[src/rtl/fpu_pkg.sv]
// Shared widths and types for the FP issue/writeback slice.
package fpu_pkg;

  localparam int FLEN     = 32;
  localparam int REG_AW   = 5;
  localparam int OP_W     = 6;
  localparam int FFLAGS_W = 5;

  typedef logic [REG_AW-1:0] freg_t;

endpackage

[src/rtl/fpu_tag_fifo.sv]
// Circular buffer of destination tags for in-flight FPU operations.
// Results return in order, so the head is always the destination of the next result.
module fpu_tag_fifo
  import fpu_pkg::*;
#(
  parameter int DEPTH = 4
) (
  input  logic                       clock,
  input  logic                       reset,
  input  logic                       push,
  input  freg_t                      push_data,
  input  logic                       pop,
  output freg_t                      head,
  output logic                       full,
  output logic                       empty,
  output logic [$clog2(DEPTH):0]     count
);

  localparam int PW = $clog2(DEPTH);

  freg_t         mem [DEPTH];
  logic [PW-1:0] wr_ptr;
  logic [PW-1:0] rd_ptr;
  logic          do_push;
  logic          do_pop;

  assign full    = (count == (PW+1)'(DEPTH));
  assign empty   = (count == '0);
  assign head    = mem[rd_ptr];
  // A push into a full buffer is dropped even when a pop happens in the same cycle.
  assign do_push = push & ~full;
  assign do_pop  = pop & ~empty;

  // Tag storage; contents are don't-care until written, so no reset.
  always_ff @(posedge clock) begin
    if (do_push) mem[wr_ptr] <= push_data;
  end

  // Pointers wrap naturally at DEPTH; count tracks occupancy.
  always_ff @(posedge clock or posedge reset) begin
    if (reset) begin
      wr_ptr <= '0;
      rd_ptr <= '0;
      count  <= '0;
    end else begin
      if (do_push) wr_ptr <= wr_ptr + 1'b1;
      if (do_pop)  rd_ptr <= rd_ptr + 1'b1;
      case ({do_push, do_pop})
        2'b10:   count <= count + 1'b1;
        2'b01:   count <= count - 1'b1;
        default: count <= count;
      endcase
    end
  end

endmodule

[src/rtl/fpu_issue_wb.sv]
// FP issue and writeback controller: RAW/WAW scoreboard, FPU request handshake,
// in-order tag tracking and registered register-file writeback.
//
// Handshakes: instr_valid/instr_ready and apu_req/apu_gnt transfer in a cycle
// where both sides are high; apu_req never depends on apu_gnt, and instr_ready
// is exactly apu_req & apu_gnt, so an instruction issues in the cycle the FPU
// grants it. apu_rvalid is a one-cycle pulse per result with no back-pressure.
module fpu_issue_wb
  import fpu_pkg::*;
#(
  parameter int DEPTH = 4
) (
  input  logic                clock,
  input  logic                reset,
  input  logic                instr_valid,
  output logic                instr_ready,
  input  freg_t               instr_rs1,
  input  freg_t               instr_rs2,
  input  freg_t               instr_rs3,
  input  freg_t               instr_rd,
  input  logic                instr_uses_rs3,
  input  logic [OP_W-1:0]     instr_op,
  output freg_t               rs1,
  output freg_t               rs2,
  output freg_t               rs3,
  output logic                apu_req,
  input  logic                apu_gnt,
  output logic [OP_W-1:0]     apu_op,
  input  logic                apu_rvalid,
  input  logic [FLEN-1:0]     apu_result,
  input  logic [FFLAGS_W-1:0] apu_fflags,
  output freg_t               rd,
  output logic [FLEN-1:0]     rd_data,
  output logic                register_file_enable,
  input  logic                fflags_clear,
  output logic [FFLAGS_W-1:0] fflags_acc,
  output logic                busy,
  output logic                protocol_error
);

  logic [31:0]             pending;
  logic [31:0]             wb_clear;
  logic [31:0]             eff_pending;
  logic [31:0]             set_mask;
  logic                    hazard;
  logic                    issue;
  logic                    pop;
  logic                    fifo_full;
  logic                    fifo_empty;
  freg_t                   fifo_head;
  logic [$clog2(DEPTH):0]  fifo_count;

  assign rs1    = instr_rs1;
  assign rs2    = instr_rs2;
  assign rs3    = instr_rs3;
  assign apu_op = instr_op;

  // The register file writes on the negedge, so the register being written
  // this cycle is already safe to read: drop it from the hazard view.
  assign wb_clear    = register_file_enable ? (32'd1 << rd) : 32'd0;
  assign eff_pending = pending & ~wb_clear;

  assign hazard = eff_pending[instr_rs1] | eff_pending[instr_rs2] |
                  (instr_uses_rs3 & eff_pending[instr_rs3]) |
                  eff_pending[instr_rd];

  assign apu_req     = instr_valid & ~hazard & ~fifo_full;
  assign instr_ready = apu_req & apu_gnt;
  assign issue       = instr_ready;
  assign pop         = apu_rvalid & ~fifo_empty;

  // f0 is hard-wired and never becomes pending.
  assign set_mask = (issue && instr_rd != '0) ? (32'd1 << instr_rd) : 32'd0;

  assign busy = (fifo_count != '0) | register_file_enable;

  fpu_tag_fifo #(.DEPTH(DEPTH)) u_tag_fifo (
    .clock     (clock),
    .reset     (reset),
    .push      (issue),
    .push_data (instr_rd),
    .pop       (pop),
    .head      (fifo_head),
    .full      (fifo_full),
    .empty     (fifo_empty),
    .count     (fifo_count)
  );

  // Scoreboard: clear on writeback, set on issue; set wins on the same index.
  always_ff @(posedge clock or posedge reset) begin
    if (reset) pending <= '0;
    else       pending <= eff_pending | set_mask;
  end

  // Registered writeback, sticky flags and protocol error.
  always_ff @(posedge clock or posedge reset) begin
    if (reset) begin
      register_file_enable <= 1'b0;
      rd                   <= '0;
      rd_data              <= '0;
      fflags_acc           <= '0;
      protocol_error       <= 1'b0;
    end else begin
      register_file_enable <= pop && (fifo_head != '0);
      if (pop) begin
        rd      <= fifo_head;
        rd_data <= apu_result;
      end
      // New flags are ORed after the clear so they survive a coincident clear.
      if (pop)               fflags_acc <= (fflags_clear ? '0 : fflags_acc) | apu_fflags;
      else if (fflags_clear) fflags_acc <= '0;
      if (apu_rvalid && fifo_empty) protocol_error <= 1'b1;
    end
  end

endmodule

[config.mk]
export PLATFORM = sky130hd
export DESIGN_NAME = fpu_issue_wb
export DESIGN_NICKNAME = d
export VERILOG_FILES = /design/src/rtl/fpu_pkg.sv /design/src/rtl/fpu_tag_fifo.sv /design/src/rtl/fpu_issue_wb.sv
export SDC_FILE = /design/constraint.sdc
export NUM_CORES = 1
export LEC_CHECK = 0
export BUFFER_PORTS_ARGS = -buffer_cell sky130_fd_sc_hd__buf_2
export CAP_MARGIN = 20
export CORE_UTILIZATION = 40
export DETAILED_ROUTE_END_ITERATION = 6
export SETUP_SLACK_MARGIN = 0.2
export SLEW_MARGIN = 20
export SYNTH_ARGS = -nofsm -noshare
export SYNTH_HDL_FRONTEND = slang
export SYNTH_SLANG_ARGS = --single-unit
export TNS_END_PERCENT = 20
[constraint.sdc]
create_clock -name clock -period 7.75 [get_ports clock]
set_input_delay 1.55 -clock clock [delete_from_list [all_inputs] [get_ports clock]]
set_output_delay 1.55 -clock clock [all_outputs]
set_load 0.01 [all_outputs]
==> flow_summary.json <==
{
  "critPathMaxStageDelay_ps": 800,
  "path_max_fanout": 15,
  "grt_pass1_vias": 5217,
  "vias": 5409,
  "p_leak_nw": 2.99,
  "fin_skew_ps": 8.74,
  "multi_input_area_um2": 2940,
  "cts_setup_buffers": 0,
  "maxCapViolations": 0,
  "dieWidth_um": 125,
  "regArea_um2": 2680,
  "netlist_area_um2": 6060,
  "vias_per_cell": 5.98,
  "coreArea_um2": 14600,
  "powerDensity_nw_per_um2": 335,
  "grtUsageTotal": 0.245,
  "cts_made_buffers": 9,
  "setup.worst_path.end_class": "primary output",
  "tns_ps": 0,
  "grt_remaining_overflow": 0,
  "io-pin-count": 138,
  "synth.area.top_cells": "dfrtp_1 (34%), edfxtp_1 (9.9%), nand2_1 (8.4%)",
  "async_flop_share": 0.806,
  "clockRootBuffer": "clkbuf_16",
  "drc_errors": 32,
  "final_cell_area_um2": 6900,
  "critPathKind": "reg -> out",
  "violations": "DRC",
  "wl_met3_um": 1830,
  "synth_seq_cells": 103,
  "clk_latency_ps": 350,
  "num_rows": 44,
  "period_needed_ps": 5530,
  "clockBufferDepth": 2,
  "rsz0062_at_grt": "no",
  "place.gp.congestion": 1.00,
  "clock-sinks": 103,
  "cp.arrival_ps": 3980,
  "placed_area_um2": 6600,
  "drt_wl_total_um": 18800,
  "place.port_buffers": 125,
  "wl_met2_um": 8570,
  "avgRoutedWirePerCell_um": 20.8,
  "synth_top_cell_area_share": 0.342,
  "ys.warnings.count": 0,
  "syn_nets": 717,
  "dieArea_um2": 15700,
  "period_share": 0.713,
  "cts_hold_buf": 0,
  "relSlewSlack": 0.436,
  "worstSetupStartpointType": "flop",
  "synth_cells": 641,
  "tightestPinTransition_ps": 838,
  "max_freq_mhz": 181,
  "cp.required_ps": 6200,
  "status": "complete, but fails checks",
  "cts_resized": 0,
  "cts.reportedPaths.clkPinSlew_ps": 70,
  "h-tree-depth": 3,
  "yosys.cell_types.count": 70,
  "diodes": 0,
  "yosysSeqAreaShare": 0.442,
  "antenna_found_initial": 0,
  "ir_worst_vdd_uv": 154,
  "yosysMostFrequentCell": "nand2_1",
  "slowest_stage": "dfrtp_1",
  "ant_nets": 0,
  "hold_viol_final": 0,
  "synth-main-ff-cell": "dfrtp_1",
  "crit_top_cell": "mux2i_1",
  "cts_tree": "done",
  "grt_start_max_net_pins": 84,
  "die_h_um": 125,
  "wl_met1_um": 7650,
  "drt-pass1-iter-count": 7,
  "drtIter0Drc": 601,
  "yosysTopAreaCell": "dfrtp_1",
  "fillers": 1403,
  "synth-edff-count": 20,
  "start_util": 0.414,
  "hp-class": "reg -> reg",
  "slew_violations": 0,
  "synthTopCellsByCount": "nand2_1 (135), dfrtp_1 (83), o21ai_0 (30), nor2_1 (29), inv_1 (24)",
  "drive_gt1_frac": 0.251,
  "synth_area_per_cell_um2": 9.46,
  "setup-violations-final": 0,
  "crit_chain": "nand2_1, o21ai_1, mux2i_1, mux2i_1, a221oi_1, a2111oi_2, nand4_1, inv_1, buf_2",
  "dp_hpwl_um": 13500,
  "final_nets": 792,
  "top_layer": "met4",
  "syn_to_final_growth_pct": 13.8,
  "grt_pass1_wl_um": 29500
}
## power by group
group          leakage (nW)  internal, mW  switching, mW
clock network         0.145         0.253          0.205
logic                  1.69         0.344          0.590
registers              1.16         0.726          0.193
## sequential cells by signal, summed over array words and instances (netlist names)
name                  count
pending                  32
rd_data                  32
u_tag_fifo.mem           20
fflags_acc                5
rd                        5
u_tag_fifo.count          3
u_tag_fifo.rd_ptr         2
u_tag_fifo.wr_ptr         2
protocol_error            1
register_file_enable      1
## per-stage QoR
step	instances	hold slack, ps	total power [mW]	utilization	setup slack [ps]
CTS	905	476	2.29	0.471	2370
global placement	889	438	1.83	0.450	2480
global route	905	488	2.44	0.471	2070
finish	905	472	2.31	0.471	2220
floorplan	641	464	1.48	-	2850
detailed placement	889	460	1.83	0.450	2400
## final timing paths
path	from	to	slack [ps]	cells after the start
max reg2reg	rd[0]	u_tag_fifo.count[2]	2960	14
max	rd[0]	instr_ready	2220	9
max in group asynchronous	reset	pending[20]	5830	3
min	protocol_error	protocol_error	470	1
min reg2reg	protocol_error	protocol_error	470	1
min in group asynchronous	reset	rd_data[11]	1380	3
## critical path, delay by kind of cell, from the launching register on
kind	cells	cell delay, ps
AOI/OAI and AO/OA	3	1330
buffers and inverters	2	250
DFF	1	800
muxes	2	350
and+or+nand+nor	2	900
## layout by cell type (no fill, tap or decap), types with 4 or more instances in the layout
cell type and n:
buf_2 125, inv_1 23, o311ai_0 6, clkbuf_16 9, ha_1 5, xnor2_1 7, o31ai_1 23, o31ai_2 10
nand3b_1 4, o21ai_0 30, dfrtp_1 83, o211ai_1 14, nor2b_1 8, o21ai_1 15, a31oi_1 4, a22oi_1 4
nor3_1 7, nor2_1 29, nor3b_1 5, o2111ai_1 4, nand2_1 135, a221oi_1 4, a311oi_1 4, xor2_1 7
mux4_2 6, mux2_2 11, mux2i_1 17, nand3_1 12, nand4_1 7, a21oi_1 5, nand2b_1 11, edfxtp_1 20
## cells by family (layout without fill, tap and decap cells)
family                     count (synthesis)  count (layout)  synth area share
and+or+nand+nor                          238             238             0.189
buffers and inverters                     91             171            0.0741
AOI/OAI and AO/OA                        154             154             0.189
muxes                                     35              35            0.0726
DFF                                      103             103             0.442
adders and majority gates                  6               6            0.0136
xor gates and xnor gates                  14              14            0.0202
## routing by layer
metal	vias up	track usage
met3	65	0.0638
met1	2625	0.320
met5	-	0
li1	2438	-
met2	281	0.380
met4	0	0.117
## final cells by class
type / instances / share of cell area
multi-input combinational: 447 / 0.426
clock inverter: 6 / 0.0103
timing repair buffer: 128 / 0.0945
clock buffer: 10 / 0.0332
inverter: 27 / 0.0149
sequential: 103 / 0.388
tap: 184 / 0.0334
Power figures use the tool's default switching activity.
